### config.mk
export PLATFORM = sky130hd
export DESIGN_NAME = ip_sync_fifo
export DESIGN_NICKNAME = d
export VERILOG_FILES = /design/src/rtl/ip_sync_fifo.sv
export SDC_FILE = /design/constraint.sdc
export NUM_CORES = 1
export LEC_CHECK = 0
export BUFFER_PORTS_ARGS = -buffer_cell sky130_fd_sc_hd__buf_2
export CORE_ASPECT_RATIO = 2
export CORE_MARGIN = 2
export CORE_UTILIZATION = 56
export CTS_CLUSTER_SIZE = 16
export DETAILED_ROUTE_END_ITERATION = 8
export GPL_TIMING_DRIVEN = 1
export HOLD_SLACK_MARGIN = 0.12
export PLACE_DENSITY = 0.78
export SYNTH_ARGS = -nofsm -noshare
export SYNTH_HDL_FRONTEND = slang
export SYNTH_SLANG_ARGS = --single-unit
### constraint.sdc
create_clock -name clk -period 2.1 [get_ports clk]
set_input_delay 0.105 -clock clk [delete_from_list [all_inputs] [get_ports clk]]
set_output_delay 0.105 -clock clk [all_outputs]
set_load 0.03 [all_outputs]
### src/rtl/ip_sync_fifo.sv
// ip_sync_fifo: single-clock FIFO with registered occupancy count,
// almost-full/almost-empty thresholds and sticky overflow/underflow flags.
// Define IP_SYNC_FIFO_FWFT_EN to build the first-word-fall-through
// variant. With it, dout shows the head entry combinationally and
// rd_valid = !empty. Without it, dout is registered with one cycle of
// read latency.
module ip_sync_fifo #(
  parameter int WIDTH     = 8,
  parameter int DEPTH     = 4,
  parameter int AFULL_TH  = DEPTH - 1,
  parameter int AEMPTY_TH = 1
) (
  input  logic                       clk,
  input  logic                       rst_n,
  input  logic                       clr,
  input  logic                       wr_en,
  input  logic [WIDTH-1:0]           din,
  input  logic                       rd_en,
  output logic [WIDTH-1:0]           dout,
  output logic                       rd_valid,
  output logic                       full,
  output logic                       empty,
  output logic                       almost_full,
  output logic                       almost_empty,
  output logic [$clog2(DEPTH):0]     count,
  output logic                       overflow,
  output logic                       underflow
);

  localparam int AW = $clog2(DEPTH);
  localparam int PW = AW + 1;

  localparam logic [PW-1:0] DEPTH_C  = PW'(DEPTH);
  localparam logic [PW-1:0] AFULL_C  = PW'(AFULL_TH);
  localparam logic [PW-1:0] AEMPTY_C = PW'(AEMPTY_TH);

  logic [WIDTH-1:0] mem [DEPTH];
  logic [PW-1:0]    wr_ptr;
  logic [PW-1:0]    rd_ptr;
  logic [PW-1:0]    cnt;
  logic             ovf_q;
  logic             unf_q;
  logic             wr_acc;
  logic             rd_acc;

  // Status flags decoded only from the registered count
  always_comb begin
    full         = (cnt == DEPTH_C);
    empty        = (cnt == '0);
    almost_full  = (cnt >= AFULL_C);
    almost_empty = (cnt <= AEMPTY_C);
    count        = cnt;
    overflow     = ovf_q;
    underflow    = unf_q;
  end

  // Acceptance: a full FIFO rejects writes and an empty FIFO rejects reads
  always_comb begin
    wr_acc = wr_en && !full;
    rd_acc = rd_en && !empty;
  end

  // Pointers, occupancy and sticky error flags; clr outranks traffic
  always_ff @(posedge clk or negedge rst_n) begin
    if (!rst_n) begin
      wr_ptr <= '0;
      rd_ptr <= '0;
      cnt    <= '0;
      ovf_q  <= 1'b0;
      unf_q  <= 1'b0;
    end else if (clr) begin
      wr_ptr <= '0;
      rd_ptr <= '0;
      cnt    <= '0;
      ovf_q  <= 1'b0;
      unf_q  <= 1'b0;
    end else begin
      if (wr_acc) wr_ptr <= wr_ptr + PW'(1);
      if (rd_acc) rd_ptr <= rd_ptr + PW'(1);
      case ({wr_acc, rd_acc})
        2'b10:   cnt <= cnt + PW'(1);
        2'b01:   cnt <= cnt - PW'(1);
        default: cnt <= cnt;
      endcase
      if (wr_en && full)  ovf_q <= 1'b1;
      if (rd_en && empty) unf_q <= 1'b1;
    end
  end

  // Storage array, deliberately not reset; a flush leaves contents untouched
  always_ff @(posedge clk) begin
    if (wr_acc && !clr) mem[wr_ptr[AW-1:0]] <= din;
  end

`ifdef IP_SYNC_FIFO_FWFT_EN
  // Head entry falls through; rd_en only pops the word already shown
  always_comb begin
    dout     = mem[rd_ptr[AW-1:0]];
    rd_valid = !empty;
  end
`else
  logic [WIDTH-1:0] dout_q;
  logic             rvld_q;

  // Registered read port: word captured on the accepting edge, held otherwise
  always_ff @(posedge clk or negedge rst_n) begin
    if (!rst_n) begin
      dout_q <= '0;
      rvld_q <= 1'b0;
    end else if (clr) begin
      rvld_q <= 1'b0;
    end else begin
      rvld_q <= rd_acc;
      if (rd_acc) dout_q <= mem[rd_ptr[AW-1:0]];
    end
  end

  // Drive the read-port outputs from their registers
  always_comb begin
    dout     = dout_q;
    rd_valid = rvld_q;
  end
`endif

endmodule

[Word-level counts from Yosys, hierarchy flattened]
Memory sizes are Yosys's and may differ from the RTL's. A register that Yosys moved wholly into a read port is not among the register bits.
Cells that the tools add are included.
Word-level totals
  input port bits: 13
  output and inout bits: 18
  logic and storage cells: 46
  flip-flop bits (word level): 12
  bits in writable memories: 32
  memories: 1
Memory list
  mem: depth 4, bits a word 8, rd ports 1, clocked after memory_dff 1, wr ports 1, RTL line 37  | logic [WIDTH-1:0] mem [DEPTH];
Cells by class
  reduce and logical (&&, ||, !) cells: 16
  add/subtract/negate cells: 4
  multiplexer cells: 13
  equal/unequal tests: 3
  order comparisons: 2
  bitwise operators: 1
Operators with widths (number)
  3-bit 2-to-1 mux: 5
  3-bit by 1-bit adder with 3-bit output, second input constant: 3
  2-bit nonzero test: 4
  1-bit 2-to-1 mux: 7
  3-bit case mux with 2 select lines: 1
  1-bit logical AND: 5
  1-bit logical NOT: 4
  3-bit equality test, second input constant: 1
  3-bit by 2-bit greater-or-equal comparator with 1-bit output, second input constant: 1
  3-bit by 1-bit less-or-equal comparator with 1-bit output, second input constant: 1
  3-bit logical NOT: 1
  3-bit nonzero test: 1
  3-bit by 1-bit subtractor with 3-bit output, second input constant: 1
  2-bit by 1-bit equality test with 1-bit output, second input constant: 1
  2-bit equality test, second input constant: 1
  2-bit AND reduction: 1
  1-bit inverter: 1

[Depth between registers and ports, before layout]
Gate-level depths: netlist (run 1).
  word-level depth: 6
  mapped depth: 6
  depth with buffers taken out: 6

[Worst setup path after synthesis (run 1)]
Ideal clock, no wire load.
  kind: register -> register
  from: register cnt[0] (netlist: count[0])
  to: memory mem[1][0] (enable)
  path slack: 0.089 ns
  period minus slack after synthesis: 2.011 ns
  data required time: 1.768 ns
  buffers on the path: 0
  library setup time: 0.332 ns
  arrival: 1.679 ns
  cell stages (with the launch flop): 6
  path through: dfrtp_1 > inv_1 > ha_1 > a21bo_2 > nor2_1 > and2_1
On the way
  word-level cells in the longest chain between the ends: 6
Ends and longest elaborated chain
  from (decl): RTL line 40  | logic [PW-1:0] cnt;
  from (signal assigned): RTL line 81  | 2'b10: cnt <= cnt + PW'(1);
  from (signal assigned): RTL line 82  | 2'b01: cnt <= cnt - PW'(1);
  from (signal assigned): RTL line 83  | default: cnt <= cnt;
  3-bit equality test: RTL line 48  | full = (cnt == DEPTH_C);
  1-bit logical NOT: RTL line 59  | wr_acc = wr_en && !full;
  1-bit logical AND: RTL line 59
  1-bit logical AND: RTL line 92  | if (wr_acc && !clr) mem[wr_ptr[AW-1:0]] <= din;
  1-bit 2-to-1 mux: RTL line 92
  1-bit 2-to-1 mux (implied by the code): RTL line 92
  to (decl): RTL line 37
Every way passes these cells.

[Worst setup path in the final report (run 1)]
  from: register cnt[0] (netlist: count[0])
  to: memory mem[0][7] (enable)
Same word-level chain as after synthesis.

==> results of run 1 <==
==> metal layers <==
| metal | up-vias | part of all wire | GRT usage |
|---|---|---|---|
| li1 | 559 | - | - |
| met1 | 609 | 0.35 | 0.205 |
| met2 | 29 | 0.61 | 0.377 |
| met3 | 6 | 0.029 | 0.0298 |
| met4 | 0 | 0.019 | 0.0788 |
| met5 | - | 0 | 0 |
==> flip-flops by register name, summed over array words and instances, names as in the netlist <==
| register | flops |
|---|---|
| overflow | 1 |
| rd_valid | 1 |
| count | 3 |
| rd_ptr | 2 |
| mem | 32 |
| underflow | 1 |
| wr_ptr | 2 |
| dout | 8 |
==> synthesized netlist by cell type, drive strengths merged <==
| master | n | area share |
|---|---|---|
| nand2b | 1 | 0.0064 |
| mux4 | 8 | 0.084 |
| nand2 | 4 | 0.010 |
| a311oi | 1 | 0.0041 |
| nor2 | 13 | 0.030 |
| a21bo | 1 | 0.0047 |
| a211oi | 2 | 0.0070 |
| a221oi | 1 | 0.0041 |
| buf | 1 | 0.0052 |
| dfrtp | 18 | 0.21 |
| and2 | 4 | 0.012 |
| a21oi | 6 | 0.014 |
| o21ai | 1 | 0.0023 |
| xor2 | 2 | 0.0082 |
| a21boi | 1 | 0.0052 |
| edfxtp | 32 | 0.45 |
| ha | 9 | 0.052 |
| mux2 | 9 | 0.061 |
| inv | 8 | 0.014 |
| nand3 | 1 | 0.0023 |
| clkbuf | 2 | 0.0035 |
| xnor2 | 3 | 0.012 |
==> worst reg2reg max path: cells and delay by family, from the launching register on <==
family | cells | cell delay [ps]
simple gates | 2 | 590
buf+inv | 1 | 120
flops | 1 | 430
compound gates | 1 | 240
fa+ha+maj | 1 | 220
==> repair_timing <==
item / 4_1_cts / 5_1_grt
endpoints found under the hold margin: 52 / 0
hold buffers: 11 / 0
setup endpoints to repair: 0 / 0
gates resized for setup: 0 / 0
==> worst max path at each step <==
stage	from	endpoint	slack, ps	cells past startpoint
after floorplan	count[0]	mem[1][0]	90	5
after global placement	count[0]	mem[1][4]	260	5
after detailed placement	count[0]	mem[0][4]	140	5
after CTS	count[0]	mem[0][7]	130	5
after global routing	count[0]	mem[1][0]	20	5
final	count[0]	mem[0][7]	160	5
==> cell families after synthesis <==
group / after synthesis
flip-flops: 50
AND/OR/NAND/NOR: 23
multiplexers: 17
AO/OA/AOI/OAI: 13
adder cells (fa/ha/maj): 9
XOR/XNOR: 5
buffers and inverters: 11
==> area by class of cell <==
cell class	count	area share
timing repair buffer	43	0.107
tap	49	0.0238
multi-input combinational	67	0.267
clock buffer	6	0.0282
clock inverter	2	0.0146
inverter	8	0.0117
sequential	50	0.548
==> placed cells by master, fill, tap and decap left out, drive strengths merged, types with 2 or more instances in the layout <==
cell type    netlist  routed
edfxtp            32      32
buf                1      32
dfrtp             18      18
nor2              13      13
dlygate4sd3        0      11
ha                 9       9
mux2               9       9
inv                8       8
mux4               8       8
a21oi              6       6
clkbuf             2       6
and2               4       4
nand2              4       4
xnor2              3       3
xor2               2       2
a211oi             2       2
==> power breakdown <==
part / switching [uW] / total (uW) / internal, uW
Sequential: 153 / 1380 / 1230
Clock: 304 / 659 / 355
Combinational: 781 / 1320 / 542
Total: 1240 / 3370 / 2130
==> metrics by stage <==
stage | utilization | hold slack (ps) | setup slack (ps) | cell area [sq um]
finish | 0.707 | 153 | 158 | 2580
global route | 0.707 | 164 | 16.1 | 2580
CTS | 0.707 | 152 | 135 | 2580
detailed placement | 0.646 | 75.6 | 135 | 2360
global placement | 0.646 | 57.2 | 263 | 2360
floorplan | - | -191 | 89.3 | 2150
==> results.toml, run 1 <==
[run_status]
status = "finished clean"

[timing]
fin_crit_sh = 0.925
finClkSkew_ps = 6.43
slew_headroom = 0.639
tightestPinTransition_ps = 541
rsz0062_at_grt = "false"
hold_violations = 0
post-route-min-period_ps = 1940
setup_tns_ps = 0
fmax_ghz = 0.515
drv_slew = 0
setup_violations = 0

[job]
drv_cap = 0

[synthesis]
synthCells = 128
synth_compound_area_frac = 0.0414
synth_seq_cells = 50
synth-simple-area-share = 0.0612
synth_area_sq_um = 2150
syn_nets = 150
synth_fa_ha_area_frac = 0.0524
synthXorXnorAreaFrac = 0.0204
postSynthAreaPerCell_sq_um = 16.8
synth_top_family_by_area = "multiplexers"
yosysSeqAreaShare = 0.657
synth_mux_area_frac = 0.145
yosys_warnings = 0
synth_cell_types = 25

[detailed_routing]
first_iter_violations = 37
wl_per_cell_um = 17.5
first_pass_iters = 3
drc = 0
antenna_left = 0
wirelength_um = 3940
viasPerCell = 5.35
vias = 1203

[cts]
ctsLongestPathBuffers = 2
cts_buffers = 5
postCtsSetupBuffers = 0
root_buffer = "clkbuf_8"
cts.clk_slew.worst_paths_ps = 90
htreeDepth = 2
cts_tree = "yes"
cts_sinks = 50
clk_latency_ps = 300

[worst_setup_path]
r2r_start = "count[0]"
required_ps = 2060
max_stage_delay_ps = 430
arrival_ps = 1910
timing.rr.end = "mem[0][7]"
startpoint_type = "flop"
worst_setup_path_end_kind = "flop"
reg2reg_depth = 5
r2r_setup_slack_ps = 160
path_class = "reg -> reg"
path_delay_family = "simple AND/OR/NAND/NOR gates"
worst-path-max-fanout = 8
path_cells = "inv_1 -> ha_1 -> a21bo_2 -> nor2_1 -> and2_1"
slowest_stage = "dfrtp_1"
cp_num_buf_inv = 1

[global_routing]
grt_first_pass_wirelength_um = 6050
grt_max_degree = 19
antenna_found_initial = 0
grt_pass1_vias = 1275
globalRouteOverflowTotal = 0
grt_use_total = 0.204

[die]
die-area_sq_um = 4380
die_x_um = 47.8
start_util = 0.589
rows = 31
io_pins = 31
core_sq_um = 3650
die_h_um = 91.6

[pwr]
p_leak_uw = 0.00106
peakVddDrop_uv = 931
finalPower_uw = 3370
power.density_nw_per_um2 = 1310

[layout]
drive_above_1_share = 0.347
nNetsFinal = 197
fillers = 265
area_growth_pct = 19.9
diodes = 0
fin_cells = 225
multi_input_area_sq_um = 688
layout.area.seq_sq_um = 1410

[place]
dpl.hpwl_um = 2910
placed_cells = 206
gp_congestion = 0.736
numPortBuffers = 30

[worst_hold_path]
hold_end = "rd_ptr[0]"
min_path_type = "in -> reg"
whs_path_depth = 2
min_from = "clr"
Note: power is estimated with default switching activity, not from simulation.
==> run 2: changes to the inputs <==
--- a/config.mk
+++ b/config.mk
@@ -9,6 +9,7 @@
 export CORE_ASPECT_RATIO = 2
 export CORE_MARGIN = 2
 export CORE_UTILIZATION = 56
+export CTS_BUF_LIST = sky130_fd_sc_hd__clkbuf_16
 export CTS_CLUSTER_SIZE = 16
 export DETAILED_ROUTE_END_ITERATION = 8
 export GPL_TIMING_DRIVEN = 1
==> run 2 against run 1 <==
Cell count down 0.89%. First-iteration DRC count up 2.7%. Register-to-register slack worse by 20 ps. Critical path depth unchanged. Clock skew down 0.89 ps. Routed wire length up 4.1%. Global-route usage up 1.1 points. Worst setup slack worse by 20 ps. Final area up 1.4%. Hold slack worse by 27 ps. Critical endpoint is now mem[1][3].
==> results.toml, run 2 (synthesized netlist as in run 1, its figures left out) <==
[run_status]
status = "finished clean"

[timing]
finClkSkew_ps = 5.54
fmax_ghz = 0.510
setup_violations = 0
post-route-min-period_ps = 1960
tightestPinTransition_ps = 531
slew_headroom = 0.646
hold_violations = 0
rsz0062_at_grt = "false"
hold_ws_ps = 127
setup_tns_ps = 0
fin_crit_sh = 0.934
drv_slew = 0

[worst_hold_path]
min_from = "wr_en"
min_path_type = "in -> reg"
hold_end = "overflow"
whs_path_depth = 3

[worst_setup_path]
required_ps = 2050
r2r_start = "count[0]"
startpoint_type = "flop"
timing.rr.end = "mem[1][3]"
r2r_setup_slack_ps = 140
worst-path-max-fanout = 8
reg2reg_depth = 5
arrival_ps = 1910
worst_setup_path_end_kind = "flop"
path_class = "reg -> reg"

[detailed_routing]
wl_per_cell_um = 18.4
vias = 1197
antenna_left = 0
first_pass_iters = 4
wirelength_um = 4100
viasPerCell = 5.37
drc = 0
first_iter_violations = 38

[global_routing]
globalRouteOverflowTotal = 0
grt_pass1_vias = 1292
antenna_found_initial = 0
grt_first_pass_wirelength_um = 6240
grtUsageMet2 = 0.389
grt_max_degree = 19
grt_most_used_layer = "met2"
grt_use_total = 0.215
grt_use_met3 = 0.0596
grtUsageMet1 = 0.210

[cts]
root_buffer = "clkbuf_16"
cts_resized = 0
cts_sinks = 50
cts_hold_buffers = 9
htreeDepth = 2
clk_latency_ps = 290
cts.clk_slew.worst_paths_ps = 60
postCtsSetupBuffers = 0
cts_tree = "yes"
ctsLongestPathBuffers = 2
cts_buffers = 5

[die]
die-area_sq_um = 4380
core_sq_um = 3650
rows = 31
io_pins = 31
start_util = 0.589
die_x_um = 47.8
die_h_um = 91.6

[layout]
area_growth_pct = 21.6
final_common_cell = "edfxtp_1"
fillers = 259
drive_above_1_share = 0.351
diodes = 0
final_cell_mix = "32 x edfxtp_1, 30 x buf_2, 18 x dfrtp_1, 12 x nor2_1"
fin_cells = 223
largest_reg_flops = 32
fin_util = 0.717
nNetsFinal = 195

[pwr]
p_leak_uw = 0.00108
peakVddDrop_uv = 1080
power.density_nw_per_um2 = 1380

[job]
drv_cap = 0

[place]
numPortBuffers = 30
gp_congestion = 0.736
dpl.hpwl_um = 2910
placed_cells = 206
[run 2: cell count changes in the layout (fill, tap and decap cells not counted)]
cell | before | now
clkbuf_1 | 1 | 0
clkbuf_8 | 5 | 0
dlygate4sd3_1 | 11 | 9
clkbuf_16 | 0 | 5
inv_1 | 8 | 9
[run 2: area by class of cell]
type                            count  area, sq um  share of cell area
Timing Repair Buffer               41          255              0.0977
Tap cell                           49         61.3              0.0235
Inverter                            8         30.0              0.0115
Clock buffer                        5          125              0.0479
Sequential cell                    50         1410               0.540
Clock inverter                      3         41.3              0.0158
Multi-Input combinational cell     67          688               0.263
[run 2: critical path, cell delays in order (launching register included)]
cell	delay (ps)
dfrtp_1	430
inv_1	120
ha_1	220
a21bo_2	240
nor2_1	200
and2_1	410
[run 2: worst max path at each step]
| stage | start | to | slack (ps) | depth (start not counted) |
|---|---|---|---|---|
| after floorplan | count[0] | mem[1][0] | 90 | 5 |
| after global placement | count[0] | mem[1][4] | 260 | 5 |
| after detailed placement | count[0] | mem[0][4] | 140 | 5 |
| after CTS | count[0] | mem[0][7] | 120 | 5 |
| after global routing | count[0] | mem[1][2] | 4 | 5 |
| final | count[0] | mem[1][3] | 140 | 5 |
[run 2: metrics by stage]
stage          total power (uW)  area [sq um]  setup slack, ps
6_report                   3610          2610              138
5_1_grt                    3770          2610             4.28
4_1_cts                    3640          2610              124
3_5_place_dp               2720          2360              135
3_3_place_gp               2660          2360              263
2_1_floorplan              2360          2150             89.3
[run 2: layer usage]
metal | part of all wire | vias to the layer above | wire, um
met3 | 0.037 | 8 | 151
met2 | 0.61 | 35 | 2490
li1 | - | 556 | -
met1 | 0.33 | 598 | 1360
met4 | 0.023 | 0 | 95
met5 | 0 | - | 0
[run 2: power by group]
part,switching [uW],total [uW],internal (uW)
registers,157,1390,1230
clock network,338,895,557
logic,783,1320,540
==> run 3: changes to the inputs <==
--- a/config.mk
+++ b/config.mk
@@ -6,15 +6,18 @@
 export NUM_CORES = 1
 export LEC_CHECK = 0
 export BUFFER_PORTS_ARGS = -buffer_cell sky130_fd_sc_hd__buf_2
+export CELL_PAD_IN_SITES_DETAIL_PLACEMENT = 0
+export CELL_PAD_IN_SITES_GLOBAL_PLACEMENT = 1
 export CORE_ASPECT_RATIO = 2
 export CORE_MARGIN = 2
-export CORE_UTILIZATION = 56
+export CORE_UTILIZATION = 47
 export CTS_BUF_LIST = sky130_fd_sc_hd__clkbuf_16
 export CTS_CLUSTER_SIZE = 16
 export DETAILED_ROUTE_END_ITERATION = 8
 export GPL_TIMING_DRIVEN = 1
 export HOLD_SLACK_MARGIN = 0.12
-export PLACE_DENSITY = 0.78
+export PLACE_DENSITY_LB_ADDON = 0.1
+export REMOVE_ABC_BUFFERS = 1
 export SYNTH_ARGS = -nofsm -noshare
 export SYNTH_HDL_FRONTEND = slang
 export SYNTH_SLANG_ARGS = --single-unit
==> run 3 against run 2 <==
Sequential share of layout area grew 0.52 points. Hold slack improved by 7.3 ps. Register-to-register slack about the same. Non-clock buffer count unchanged. Power down 5.5%. Via count fell by 1.3%. Count of clock-buffer cells in the layout unchanged. Die area rose by 18%. Clock power down 19%. Critical path type unchanged. Largest cell class unchanged.
==> results.toml, run 3 (synthesized netlist as in run 1, its figures left out) <==
[detailed_routing]
wl_per_cell_um = 16.4
viasPerCell = 5.20
first_iter_violations = 21
met3_length_um = 102
drc = 0
dr.max_layer_used = "met4"
met1Wirelength_um = 1270
routed-wl-met2_um = 2290
wirelength_um = 3720
antenna_left = 0
first_pass_iters = 4
vias = 1181

[worst_setup_path]
path_class = "reg -> reg"
worst_setup_path_end_kind = "flop"
r2r_start = "count[0]"
slowest_stage = "dfrtp_1"
max_stage_delay_ps = 430
path_delay_family = "simple AND/OR/NAND/NOR gates"
startpoint_type = "flop"
cp_num_buf_inv = 1
r2r_setup_slack_ps = 150
worst-path-max-fanout = 8
path_cells = "inv_1 -> ha_1 -> a21bo_2 -> nor2_1 -> and2_1"
required_ps = 2040
startpoint = "count[0]"
reg2reg_depth = 5
cp.depth = 5
arrival_ps = 1880

[cts]
htreeDepth = 2
cts_tree = "yes"
root_buffer = "clkbuf_16"
cts_sinks = 50
ctsLongestPathBuffers = 2
clk_latency_ps = 280
cts.clk_slew.worst_paths_ps = 60
postCtsSetupBuffers = 0
cts_buffers = 5

[layout]
final_cell_mix = "32 x edfxtp_1, 30 x buf_2, 18 x dfrtp_1, 12 x nor2_1"
area_growth_pct = 20.4
fin_util = 0.591
layout.area.seq_sq_um = 1410
drive_above_1_share = 0.353
largest_reg_flops = 32
final_common_cell = "edfxtp_1"
fillers = 335
multi_input_area_sq_um = 691
nNetsFinal = 195
fin_cells = 227
diodes = 0

[die]
core_sq_um = 4380
die_h_um = 99.6
io_pins = 31
die-area_sq_um = 5160
start_util = 0.490
die_x_um = 51.8
rows = 34

[global_routing]
grt_first_pass_wirelength_um = 6090
globalRouteOverflowTotal = 0
grt_pass1_vias = 1290
grt_max_degree = 19
grt_use_total = 0.165
antenna_found_initial = 0

[job]
drv_cap = 0

[timing]
tightestPinTransition_ps = 539
hold_ws_ps = 134
slew_headroom = 0.640
setup_tns_ps = 0
fin_crit_sh = 0.928
rsz0062_at_grt = "false"
setup_violations = 0
finClkSkew_ps = 5.15
drv_slew = 0
fmax_ghz = 0.513
post-route-min-period_ps = 1950
hold_violations = 0

[worst_hold_path]
whs_path_depth = 2
min_path_type = "in -> reg"
min_from = "rd_en"

[place]
placed_cells = 211
numPortBuffers = 30
dpl.hpwl_um = 2900
gp_congestion = 0.726

[run_status]
status = "finished clean"

[pwr]
finalPower_uw = 3410
power.density_nw_per_um2 = 1320
p_leak_uw = 0.00107
peakVddDrop_uv = 923
run 3: cell types whose count changed in the layout (fill, tap and decap cells not counted):
cell and delta:
and2_1 -2, and2_2 +2, bufinv_16 -1, clkinvlp_4 -1, clkinv_1 +1
run 3: layout make-up:
type,count,area share
Clock buffer,5,0.0484
Tap cell,54,0.0261
Sequential cell,50,0.545
Clock inverter,2,0.00290
Timing Repair Buffer,41,0.0986
Multi-Input combinational cell,67,0.267
Inverter,8,0.0116
run 3: per-stage QoR:
| stage | setup slack, ps | instance area (sq um) |
|---|---|---|
| 2_1_floorplan | 89.3 | 2130 |
| 3_3_place_gp | 222 | 2360 |
| 3_5_place_dp | 128 | 2360 |
| 4_1_cts | 111 | 2580 |
| 5_1_grt | 4.13 | 2590 |
| 6_report | 150 | 2590 |
run 3: final timing paths:
| path | endpoint |
|---|---|
| worst max-delay path | mem[0][3] |
| worst min-delay path | count[2] |
| worst max register to register | mem[0][3] |
| worst min register to register | underflow |
| max in group asynchronous | count[2] |
| min in group asynchronous | dout[1] |
run 3: layer usage:
metal | vias to the layer above | track usage
met5 | - | 0
met4 | 0 | 0.0607
met3 | 5 | 0.0360
met2 | 28 | 0.317
met1 | 592 | 0.163
li1 | 556 | -
run 3: repair_timing:
| item | CTS | global route |
|---|---|---|
| setup endpoints to repair | 0 | 16 |
| hold endpoints to repair | 50 | 0 |
| resized for setup | 0 | 2 |
| hold buffers | 9 | 0 |
run 3: where the power goes:
group / switching, uW / total, uW / internal [uW]
logic: 766 / 1310 / 542
registers: 145 / 1380 / 1230
clock network: 299 / 725 / 425
total: 1210 / 3410 / 2200
